<file path="config.mk">
export PLATFORM = sky130hd
export DESIGN_NAME = ad9708_dac_driver
export DESIGN_NICKNAME = d
export VERILOG_FILES = /design/src/rtl/ad9708_dac_driver.sv
export SDC_FILE = /design/constraint.sdc
export NUM_CORES = 1
export LEC_CHECK = 0
export ABC_AREA = 1
export BUFFER_PORTS_ARGS = -buffer_cell sky130_fd_sc_hd__buf_4
export CAP_MARGIN = 10
export CORE_MARGIN = 3
export CORE_UTILIZATION = 40
export DETAILED_ROUTE_END_ITERATION = 7
export SLEW_MARGIN = 20
export SYNTH_ARGS = -nofsm -noshare
export SYNTH_HDL_FRONTEND = slang
export SYNTH_SLANG_ARGS = --single-unit
export TNS_END_PERCENT = 5
</file>
<file path="constraint.sdc">
create_clock -name da_clk -period 1.8 [get_ports da_clk]
set_input_delay 0.18 -clock da_clk [delete_from_list [all_inputs] [get_ports da_clk]]
set_output_delay 0.18 -clock da_clk [all_outputs]
set_load 0.1 [all_outputs]
</file>
<file path="src/rtl/ad9708_dac_driver.sv">
// ad9708_dac_driver: paced dual-channel DAC output driver with underflow accounting
// Ports:
//   da_clk, sys_rst_n           DAC-domain clock, async active-low reset
//   enable, rate_div            run/stop level; sample period minus 1 (latched on start)
//   s_valid/s_ready/s_data_A/B  sample-pair handshake from the waveform buffer
//   dac_clkA/B, dac_data_A/B    forwarded clocks (inverted da_clk) and DAC codes
//   underflow_cnt, busy         saturating missed-strobe count; driver not idle
// Build option: DAC_INVERT_EN maps each code to (HALF - sample), HALF = 2^(DATA_W-1).
module ad9708_dac_driver #(
   parameter int DATA_W = 12,
   parameter int DIV_W = 16,
   parameter logic [DATA_W-1:0] MIDSCALE = 12'd2048
) (
   input  logic              da_clk,
   input  logic              sys_rst_n,
   input  logic              enable,
   input  logic [DIV_W-1:0]  rate_div,
   input  logic              s_valid,
   output logic              s_ready,
   input  logic [DATA_W-1:0] s_data_A,
   input  logic [DATA_W-1:0] s_data_B,
   output logic              dac_clkA,
   output logic              dac_clkB,
   output logic [DATA_W-1:0] dac_data_A,
   output logic [DATA_W-1:0] dac_data_B,
   output logic [DIV_W-1:0]  underflow_cnt,
   output logic              busy
);
   typedef enum logic [1:0] {IDLE, PRIME, RUN, STOP} state_t;
   state_t state, state_nx;
   logic [DIV_W-1:0] rate_l, div_cnt;
   logic [DATA_W-1:0] hold_A, hold_B;
   logic hold_v, strobe, xfer;
`ifdef DAC_INVERT_EN
   localparam logic [DATA_W-1:0] HALF = {1'b1, {(DATA_W-1){1'b0}}};
   // self-inverse mapping shared with the capture path
   function automatic logic [DATA_W-1:0] map_code(input logic [DATA_W-1:0] x);
      return HALF - x;
   endfunction
`else
   function automatic logic [DATA_W-1:0] map_code(input logic [DATA_W-1:0] x);
      return x;
   endfunction
`endif
   // DAC latches on the falling da_clk edge, mid-way through the launched data
   assign dac_clkA = ~da_clk;
   assign dac_clkB = ~da_clk;
   assign busy = state != IDLE;
   assign strobe = state == RUN && div_cnt == rate_l;
   assign s_ready = (state == PRIME || state == RUN) && (!hold_v || strobe);
   assign xfer = s_valid && s_ready;
   always_comb begin
      state_nx = state;
      case (state)
         IDLE:  state_nx = enable ? PRIME : IDLE;
         PRIME: state_nx = !enable ? IDLE : xfer ? RUN : PRIME;
         RUN:   state_nx = enable ? RUN : STOP;
         STOP:  state_nx = IDLE;
         default: state_nx = IDLE;
      endcase
   end
   always_ff @(posedge da_clk or negedge sys_rst_n) begin
      if (!sys_rst_n) begin
         state <= IDLE;
         rate_l <= '0;
         div_cnt <= '0;
         hold_A <= '0;
         hold_B <= '0;
         hold_v <= 1'b0;
         dac_data_A <= MIDSCALE;
         dac_data_B <= MIDSCALE;
         underflow_cnt <= '0;
      end else begin
         state <= state_nx;
         if (state == IDLE && enable) begin
            rate_l <= rate_div;
            div_cnt <= '0;
            underflow_cnt <= '0;
         end
         if (state == RUN) div_cnt <= strobe ? '0 : div_cnt + 1'b1;
         if (xfer) begin
            hold_A <= s_data_A;
            hold_B <= s_data_B;
         end
         // abandoning a start or stopping discards any pending pair
         if (state == STOP || (state == PRIME && !enable)) hold_v <= 1'b0;
         else if (xfer) hold_v <= 1'b1;
         else if (strobe) hold_v <= 1'b0;
         if (state == IDLE || state == STOP) begin
            dac_data_A <= MIDSCALE;
            dac_data_B <= MIDSCALE;
         end else if (strobe && hold_v) begin
            dac_data_A <= map_code(hold_A);
            dac_data_B <= map_code(hold_B);
         end
         if (strobe && !hold_v && underflow_cnt != '1) underflow_cnt <= underflow_cnt + 1'b1;
      end
   end
endmodule
</file>
; Yosys cells after proc, flatten, opt, wreduce, memory -nomap -nowiden
; Index checks and enable logic that the tools add are counted.
[op_classes]
add_sub_neg = 2
eq_ne = 5
muxes = 16
n_bitwise = 1
reduce_logical = 20
[op_table]
columns = cell, count
row1 = 2-to-1 mux 16 bit, 4
row2 = 2-to-1 mux 12 bit, 4
row3 = adder 16 x 1 -> 16 bit (second input constant), 2
row4 = equality test 16 bit, 1
row5 = != test 16 bit (second input constant), 1
row6 = logical AND 1 bit, 8
row7 = one-hot mux 2 bit (4 select lines), 1
row8 = nonzero test 2 bit, 4
row9 = 2-to-1 mux 1 bit, 5
row10 = equality test 2 bit (second input constant), 2
row11 = logical OR 1 bit, 4
row12 = 2-to-1 mux 2 bit, 2
row13 = nonzero test 3 bit, 1
row14 = equality test 2 x 1 -> 1 bit (second input constant), 1
row15 = logical NOT 1 bit, 2
row16 = logical NOT 2 bit, 1
row17 = NOT 1 bit, 1
[totals]
ff_bits = 99
inputBits = 44
output_inout_bits = 44
word_cells = 53

; Longest topological paths before layout
; Gate-level depths: netlist (run 1).
[depth]
word_depth = 8
mapped_depth = 14
ltp_nobuf = 13

==> results of run 1 <==
[through the flow]
step / instances / setup TNS (ns) / hold slack, ns
finish: 1002 / -2.13 / 0.00414
global route: 1002 / -16.54 / 0.00724
CTS: 999 / -2.45 / 0.00492
detailed placement: 962 / -0.458 / 0.151
global placement: 962 / -0.00703 / 0.149
floorplan: 670 / -10.85 / -0.116
[layer usage]
metal  GRT usage, %  share of wire (%)
met1           26.8                 46
met2           31.4                 46
met5              0                  0
met4           10.1                3.1
met3           4.07                4.7
[critical path: stages (launching register included)]
cell     delay, ns
dfrtp_1       0.39
inv_1         0.06
nand2_1       0.07
nand2_2       0.08
nor2_2        0.13
nand2_1       0.08
nor2_2        0.13
nand3_2       0.11
a21oi_4       0.20
buf_12        0.20
[synth_stat cells, drive strengths merged, types with 4 or more instances]
| master | number |
|---|---|
| buf | 17 |
| nor3 | 15 |
| xnor2 | 7 |
| ha | 7 |
| dfrtp | 97 |
| nand3 | 88 |
| clkbuf | 11 |
| nand4 | 25 |
| inv | 54 |
| nor2 | 44 |
| a21oi | 4 |
| o21ai | 25 |
| nand2 | 243 |
| xor2 | 17 |
| nor4 | 4 |
[final cells by class]
type / instances / area (um^2) / share of cell area, %
multi-input combinational: 487 / 2520 / 35.2
sequential: 99 / 2490 / 34.8
timing repair buffer: 169 / 1370 / 19.1
clock buffer: 11 / 244 / 3.41
tap: 172 / 215 / 3.00
inverter: 55 / 206 / 2.88
clock inverter: 9 / 111 / 1.55
[sequential cells by signal, summed over array words and instances (netlist names), named ones only]
signal / cells
hold_v: 1
dac_data_B: 12
rate_l: 16
hold_A: 12
dac_data_A: 12
hold_B: 12
div_cnt: 16
state: 1
underflow_cnt: 16
[worst paths after layout]
check                                         from                         to
hold / removal                        rate_div[15]     rate_l[15]$_DFFE_PN0P_
setup / recovery           div_cnt[12]$_DFFE_PN0P_                    s_ready
max in group asynchronous                sys_rst_n      hold_B[7]$_DFFE_PN0P_
min in group asynchronous                sys_rst_n      rate_l[7]$_DFFE_PN0P_
hold reg to reg              hold_A[1]$_DFFE_PN0P_  dac_data_A[1]$_DFFE_PN0P_
setup reg to reg                state[0]$_DFF_PN0_  dac_data_A[4]$_DFFE_PN0P_
[kinds of logic after synthesis]
logic type               Yosys count
buffers and inverters             84
flip-flops                        99
AO/OA/AOI/OAI                     32
adder cells (fa/ha/maj)            7
AND/OR/NAND/NOR                  424
XOR/XNOR                          24
[power groups by stage]
stage | combinational [mW] | sequential (mW) | clock (mW)
finish | 2.98 | 3.02 | 2.60
global route | 3.33 | 3.08 | 2.73
CTS | 2.92 | 3.02 | 2.62
detailed placement | 2.63 | 3.04 | 0.440
global placement | 2.57 | 3.02 | 0.440
floorplan | 1.77 | 2.96 | 0.405
[repair_timing]
item	4_1_cts	5_1_grt
setup endpoints to repair	57	85
hold endpoints to repair	24	0
resized for setup	34	19
hold buffers	1	0
gates cloned	1	0
pin swaps	19	6
setup buffers	19	3
==> summary.txt, run 1 <==
Cells and area
  • Antenna Cells: 0
  • Final core utilization: 56.3%
  • Layout fillers: 1204
  • Number of nets in the layout: 876
  • Commonest non-fill, non-tap cells in the layout: nand2_1 (227), buf_4 (155), dfrtp_1 (91)
  • Area growth syn-to-layout: 36.9%
  • Layout cell share with drive strength beyond 1: 30.5%
  • Commonest non-fill, non-tap cell in the layout: nand2_1
  • Final Cell Area: 0.00716 mm^2

GRT
  • First-pass GRT wire length: 23500 um
  • Number of global-route vias before repair: 4997
  • Initial antenna violation count: 0
  • Remaining Overflow, GRT: 0
  • Pin count of the biggest net entering global routing: 42
  • GRT Total Usage: 20.2%

Logic synthesis
  • Post-synthesis mux area share: 0%
  • Cells after Synth: 670
  • Sequential share of the synthesized area: 47.4%
  • Distinct cells, synth: 37
  • Post-synthesis compound-gate area fraction: 3.54%
  • Syn Nets: 721
  • Top FF cell, synth: dfrtp_1
  • Post-Synth XOR/XNOR Area: 4.02%
  • Post-synthesis adder-cell area fraction: 1.67%
  • Synth area leaders: dfrtp_1 (46%), nand2_1 (17%), nand3_1 (8.1%)
  • Dominant cell type by area after synthesis: dfrtp_1
  • Simple-Gate Fraction of Synth Area: 36.5%
  • Synthesized flop and latch total: 99
  • Ys async rst share: 100%
  • Mean post-synth cell area: 7.81 um^2
  • Synth Warn #: 0
  • Post-synth EDFFs: 0
  • Synth top area share: 46.4%
  • Largest family of logic cells by synthesized area: simple AND/OR/NAND/NOR gates
  • Synth Cell Area: 0.00523 mm^2

Clock tree
  • Reg clk slew, reported paths: 0.08 ns
  • H-Tree Depth: 3
  • Max Buffers Root-to-Sink: 2
  • CTS tree: done
  • CTS Buf Count: 9
  • Worst skew pair latency: 0.37 ns
  • CTS Root Cell: clkbuf_16

Critical path
  • CP arrival: 1.83 ns
  • Setup CP Type: flop to output pin
  • CP max FO: 3
  • Worst EP required: 1.62 ns
  • CP startpoint kind: flop
  • FF-to-FF path depth: 14
  • Critical Path End Type: output pin
  • R2R Setup Slk: -0.08 ns

Power
  • Power Dens Cells: 1200 mW/mm^2
  • Cell Int Power: 4.95 mW
  • Clock share of power: 30.2%
  • Switching share of power: 42.4%
  • Seq pwr share: 35.1%
  • Tot Pwr: 8.59 mW
  • Combinational power share: 34.7%
  • Cell leakage power: 3.76 nW
  • Worst vdd ir: 0.906 mV
  • Net Sw Power: 3.64 mW

Route
  • Final ANT Viol Nets: 0
  • Vias: 4948
  • DRC marker count from the first detailed-route iteration: 229
  • Drt first pass iters: 5
  • Via density: 4.94
  • Residual DRC: 0
  • Total routed wirelength: 14000 um
  • DR WL/cell: 13.9 um

Floorplan
  • Core Area: 0.0127 mm^2
  • Die area: 0.0145 mm^2
  • Initial Util: 41.1%
  • Die height: 120 um
  • # rows: 41
  • Die boundary width: 120 um
  • I/O Pins: 88

Placed design
  • HPWL Detailed: 9960 um
  • Placed Area: 0.00650 mm^2
  • Port bufs: 87
  • DP Worst Slack: -0.0420 ns
  • Routability cong.: 0.944

STA
  • RSZ-0062 raised after global routing: true
  • Min cycle time layout: 2.01 ns
  • Setup Viol. Count Final: 48
  • Worst-margin pin slew: 0.429 ns
  • Slew HR: 71.4%
  • Final period utilization: 112%
  • Final setup margin: -0.213 ns
  • Peak Freq: 497 MHz
  • Max Slew Vio Count: 0
  • Final hold viol count: 0
  • Final clock skew: 0.00729 ns

Min path
  • Hold Crit Class: input pin to flop
  • Hold path cells: 3

Flow run
  • Max cap viols: 0

Outcome
  • Failing checks: negative setup slack
  • Status: finished, violations left
(Power assumes the default switching activity.)
==> inputs of run 2 (changes only) <==
--- a/config.mk
+++ b/config.mk
@@ -6,8 +6,9 @@
 export NUM_CORES = 1
 export LEC_CHECK = 0
 export ABC_AREA = 1
-export BUFFER_PORTS_ARGS = -buffer_cell sky130_fd_sc_hd__buf_4
+export BUFFER_PORTS_ARGS = -buffer_cell sky130_fd_sc_hd__buf_2
 export CAP_MARGIN = 10
+export CORE_ASPECT_RATIO = 1.2
 export CORE_MARGIN = 3
 export CORE_UTILIZATION = 40
 export DETAILED_ROUTE_END_ITERATION = 7
==> run 2 against run 1 <==
  * The flow still finishes with violations (negative setup slack)
  * Register-to-register slack worse by 0.05 ns
  * Sequential share of layout area increased by 1.3 points
  * Design area fell by 3.7%
  * Clock-buffer cell count unchanged
  * Largest cell class unchanged
==> summary.txt, run 2 (synthesis gave the netlist of run 1 again) <==
Critical path
  • Critical Path End Type: output pin
  • Setup CP Type: flop to output pin
  • R2R Setup Slk: -0.13 ns
  • CP max FO: 4
  • CP startpoint kind: flop
  • Worst EP required: 1.62 ns
  • CP arrival: 1.81 ns

Power
  • Combinational power share: 33.8%
  • Seq pwr share: 35.1%
  • Switching share of power: 42.8%
  • Clock share of power: 31.1%
  • Power Dens Cells: 1250 mW/mm^2
  • Worst vdd ir: 1.37 mV
  • Net Sw Power: 3.68 mW
  • Cell leakage power: 3.68 nW
  • Cell Int Power: 4.93 mW

Clock tree
  • CTS Buf Count: 9
  • H-Tree Depth: 3
  • Max Buffers Root-to-Sink: 2
  • CTS tree: done
  • Reg clk slew, reported paths: 0.08 ns
  • CTS Root Cell: clkbuf_16
  • Worst skew pair latency: 0.37 ns

Floorplan
  • Die height: 131 um
  • # rows: 45
  • Die area: 0.0145 mm^2
  • Core Area: 0.0127 mm^2
  • Initial Util: 41.1%
  • I/O Pins: 88
  • Die boundary width: 110 um

Route
  • Total routed wirelength: 13700 um
  • Residual DRC: 0
  • Vias: 4940
  • Via density: 5.03
  • Drt first pass iters: 4
  • Final ANT Viol Nets: 0
  • DR WL/cell: 13.9 um
  • DRC marker count from the first detailed-route iteration: 179

GRT
  • First-pass GRT wire length: 22700 um
  • Pin count of the biggest net entering global routing: 68
  • Remaining Overflow, GRT: 0
  • Initial antenna violation count: 1
  • GRT Total Usage: 19.5%
  • Number of global-route vias before repair: 4920

STA
  • Final hold viol count: 0
  • Final period utilization: 111%
  • Max Slew Vio Count: 0
  • Min cycle time layout: 1.99 ns
  • Peak Freq: 502 MHz
  • Hold WS: 0.0136 ns
  • Worst-margin pin slew: 0.489 ns
  • Final clock skew: 0.00797 ns
  • RSZ-0062 raised after global routing: true
  • Setup Viol. Count Final: 39
  • Slew HR: 67.4%
  • Final setup margin: -0.191 ns

Placed design
  • Port bufs: 87
  • HPWL Detailed: 9750 um
  • Inst Count DP: 949
  • Routability cong.: 0.879

Cells and area
  • Commonest non-fill, non-tap cell in the layout: nand2_1
  • Layout fillers: 1236
  • Antenna Cells: 0
  • Commonest non-fill, non-tap cells in the layout: nand2_1 (227), dfrtp_1 (91), buf_2 (82)
  • Top flop regs: div_cnt (16), rate_l (16), underflow_cnt (16)
  • Final Non-Filler Cells: 983
  • Layout cell share with drive strength beyond 1: 30.0%
  • Number of nets in the layout: 865
  • Area growth syn-to-layout: 31.9%

Outcome
  • Failing checks: negative setup slack
  • Status: finished, violations left

Flow run
  • Max cap viols: 0

Min path
  • Hold Crit Class: input pin to flop
-- run 2: cell types whose count changed in the layout (fill, tap and decap cells not counted), sizes merged --
cell / change
inv: -1
buf: -11
clkinv: +1
-- run 2: critical path, stage by stage (launching register included) --
cell,delay [ns]
dfrtp_1,0.42
inv_2,0.06
nand2_2,0.07
nand2_2,0.06
nor2_2,0.09
nand2_1,0.06
nor2_2,0.15
nand3_2,0.14
a21oi_4,0.19
buf_12,0.20
-- run 2: timing repair --
item / 4_1_cts / 5_1_grt
pin swaps: 6 / 8
gates cloned: 0 / 1
hold buffers: 1 / 0
endpoints found under the setup margin: 51 / 82
hold endpoints to repair: 23 / 0
resized for setup: 24 / 36
setup buffers: 7 / 8
-- run 2: path summary, 6_finish.rpt --
kind / startpoint / depth (start not counted) / to
max: div_cnt[1]$_DFFE_PN0P_ / 9 / s_ready
min: rate_div[15] / 3 / rate_l[15]$_DFFE_PN0P_
max reg2reg: div_cnt[1]$_DFFE_PN0P_ / 14 / hold_A[4]$_DFFE_PN0P_
min reg2reg: hold_A[0]$_DFFE_PN0P_ / 2 / dac_data_A[0]$_DFFE_PN0P_
max in group asynchronous: sys_rst_n / 3 / dac_data_B[11]$_DFFE_PN1P_
min in group asynchronous: sys_rst_n / 2 / rate_l[7]$_DFFE_PN0P_
-- run 2: final cells by class --
type                    instances  area, um^2  share of cell area, %
flip-flops and latches         99        2490                   36.1
clock inverters                 9         133                   1.92
repair buffers                158        1080                   15.7
inverters                      55         206                   2.99
multi-input cells             487        2530                   36.7
well taps                     164         205                   2.97
clock buffers                  11         244                   3.54
-- run 2: power groups by stage --
stage	registers (mW)	logic (mW)	clock network (mW)
after CTS	3.01	2.73	2.71
final	3.02	2.91	2.67
after detailed placement	3.03	2.60	0.409
after global routing	3.08	3.25	2.81
after global placement	3.02	2.55	0.409
after floorplan	2.96	1.77	0.405
-- run 2: through the flow --
| step | TNS (ns) | setup WS [ns] | power [mW] | utilization, % | area (um^2) |
|---|---|---|---|---|---|
| 6_report | -2.99 | -0.191 | 8.61 | 54.2 | 6900 |
| 5_1_grt | -10.09 | -0.263 | 9.14 | 54.2 | 6900 |
| 4_1_cts | -0.472 | -0.214 | 8.45 | 52.8 | 6720 |
| 3_5_place_dp | -0.397 | -0.0281 | 6.04 | 49.0 | 6240 |
| 3_3_place_gp | -0.00487 | -0.00219 | 5.98 | 49.0 | 6240 |
| 2_1_floorplan | -10.85 | -0.292 | 5.14 | - | 5260 |
-- run 2: routing by layer --
layer	GRT usage, %	routed length (um)
met3	3.73	758
met4	7.80	330
met2	31.4	6540
met1	25.6	6050
met5	0	7
==> inputs of run 3 (changes only) <==
--- a/config.mk
+++ b/config.mk
@@ -12,6 +12,7 @@
 export CORE_MARGIN = 3
 export CORE_UTILIZATION = 40
 export DETAILED_ROUTE_END_ITERATION = 7
+export HOLD_SLACK_MARGIN = 0.12
 export SLEW_MARGIN = 20
 export SYNTH_ARGS = -nofsm -noshare
 export SYNTH_HDL_FRONTEND = slang
==> run 3 against run 2 <==
  * The flow still finishes with violations (negative setup slack)
  * Highest routed layer is now met4
  * Sequential cell count unchanged
  * Worst setup slack better by 0.0025 ns
  * Global-route usage up 0.50 points
  * Total power up 1.0%
  * Critical endpoint unchanged
==> summary.txt, run 3 (synthesis gave the netlist of run 1 again) <==
Outcome
  • Status: finished, violations left
  • Failing checks: negative setup slack

Critical path
  • Critical path, cell by cell: inv_2, nand2_2, nand2_2, nor2_2, nand2_1, nor2_2, nand3_2, a21oi_4, buf_12
  • Setup CP Type: flop to output pin
  • Critical Path End Type: output pin
  • CP startpoint kind: flop
  • CP peak stage delay: 0.42 ns
  • R2R Path End: hold_A[4]$_DFFE_PN0P_
  • Worst EP required: 1.62 ns
  • FF-to-FF path depth: 14
  • CP arrival: 1.81 ns
  • R2R Setup Slk: -0.13 ns
  • Worst path slowest cell: dfrtp_1
  • Reg-to-reg startpoint: div_cnt[1]$_DFFE_PN0P_
  • CP max FO: 4

GRT
  • First-pass GRT wire length: 23300 um
  • GRT Total Usage: 20.0%
  • Pin count of the biggest net entering global routing: 68
  • Initial antenna violation count: 0
  • Remaining Overflow, GRT: 0
  • Number of global-route vias before repair: 5065

Cells and area
  • Layout cell share with drive strength beyond 1: 28.8%
  • Number of nets in the layout: 906
  • Area growth syn-to-layout: 39.7%
  • Final Cell Area: 0.00731 mm^2
  • Top flop regs: div_cnt (16), rate_l (16), underflow_cnt (16)
  • Commonest non-fill, non-tap cells in the layout: nand2_1 (226), dfrtp_1 (91), buf_2 (83)
  • Antenna Cells: 0
  • Commonest non-fill, non-tap cell in the layout: nand2_1
  • Final Non-Filler Cells: 1024

Placed design
  • Placed Area: 0.00624 mm^2
  • DP Worst Slack: -0.0281 ns
  • HPWL Detailed: 9750 um
  • Port bufs: 87
  • Routability cong.: 0.879
  • Inst Count DP: 949

Clock tree
  • H-Tree Depth: 3
  • CTS Root Cell: clkbuf_16
  • Worst skew pair latency: 0.37 ns
  • Max Buffers Root-to-Sink: 2
  • CTS tree: done
  • CTS Buf Count: 9
  • Reg clk slew, reported paths: 0.08 ns

Power
  • Tot Pwr: 8.69 mW
  • Power Dens Cells: 1190 mW/mm^2
  • Worst vdd ir: 1.43 mV
  • Cell leakage power: 3.84 nW

STA
  • Worst-margin pin slew: 0.497 ns
  • Final hold viol count: 0
  • RSZ-0062 raised after global routing: true
  • Max Slew Vio Count: 0
  • Setup Viol. Count Final: 42
  • Slew HR: 67.1%
  • Min cycle time layout: 1.99 ns
  • Peak Freq: 503 MHz
  • Final clock skew: 0.0113 ns
  • Final period utilization: 110%
  • Final setup margin: -0.188 ns
  • Hold WS: 0.265 ns

Floorplan
  • # rows: 45
  • I/O Pins: 88
  • Die height: 131 um
  • Core Area: 0.0127 mm^2
  • Die area: 0.0145 mm^2
  • Initial Util: 41.1%
  • Die boundary width: 110 um

Route
  • DR WL/cell: 13.6 um
  • Total routed wirelength: 14000 um
  • Drt first pass iters: 4
  • Via density: 4.94
  • Vias: 5056
  • Final ANT Viol Nets: 0
  • DRC marker count from the first detailed-route iteration: 213
  • Residual DRC: 0

Min path
  • Hold Crit Class: input pin to async pin

Flow run
  • Max cap viols: 0
[run 3: cell types whose count changed in the layout (fill, tap and decap cells not counted)]
cell | before | now
buf_2 | 82 | 83
buf_4 | 61 | 59
buf_6 | 11 | 12
dlygate4sd3_1 | 1 | 42
nand2_1 | 227 | 226
nand2_2 | 14 | 15
nand3_1 | 81 | 80
nand3_2 | 6 | 7
nand3b_2 | 0 | 1
nand3b_4 | 1 | 0
[run 3: how the worst max path moves through the flow]
stage,startpoint,to,slack (ns)
detailed placement,state[0]$_DFF_PN0_,dac_data_B[11]$_DFFE_PN1P_,-0.03
finish,div_cnt[1]$_DFFE_PN0P_,s_ready,-0.19
global route,div_cnt[3]$_DFFE_PN0P_,s_ready,-0.26
CTS,state[0]$_DFF_PN0_,s_ready,-0.21
global placement,state[0]$_DFF_PN0_,dac_data_B[11]$_DFFE_PN1P_,-0.002
floorplan,underflow_cnt[0]$_DFFE_PN0P_,underflow_cnt[9]$_DFFE_PN0P_,-0.29
[run 3: critical path: cells and delay by family, from the launching register on]
kind	cells	cell delay [ns]
flops	1	0.42
simple gates	6	0.57
buf+inv	2	0.26
compound gates	1	0.19
[run 3: repair_timing]
| action | CTS | global route |
|---|---|---|
| pin swaps | 6 | 8 |
| hold endpoints to repair | 73 | 0 |
| hold buffers | 42 | 0 |
| setup endpoints to repair | 51 | 83 |
| gates resized for setup | 24 | 37 |
| gates cloned | 0 | 1 |
| buffers inserted | 7 | 8 |
[run 3: cell type report]
| cell class | instances | area, um^2 |
|---|---|---|
| clock inverters | 9 | 133 |
| fillers | 1185 | 5420 |
| flip-flops and latches | 99 | 2490 |
| inverters | 55 | 206 |
| well taps | 164 | 205 |
| repair buffers | 199 | 1490 |
| multi-input cells | 487 | 2530 |
| clock buffers | 11 | 248 |
[run 3: metrics by stage]
stage                     TNS (ns)  utilization, %
final                        -2.82            57.4
after floorplan             -10.85               -
after global routing        -10.26            57.4
after detailed placement    -0.397            49.0
after global placement    -0.00487            49.0
after CTS                   -0.472            56.1
[run 3: per-layer routing]
metal  track usage [%]  vias up  part of all wire (%)
met5                 0        -                     0
met4              8.15        0                   2.7
met3              3.54       25                   4.3
met2              32.6      128                    48
met1              26.1     2379                    45
li1                  -     2524                     -
[run 3: where the power goes]
| group | switching [mW] | internal [mW] | total (mW) |
|---|---|---|---|
| clock | 1.54 | 1.17 | 2.71 |
| combinational | 1.84 | 1.13 | 2.96 |
| sequential | 0.334 | 2.69 | 3.02 |
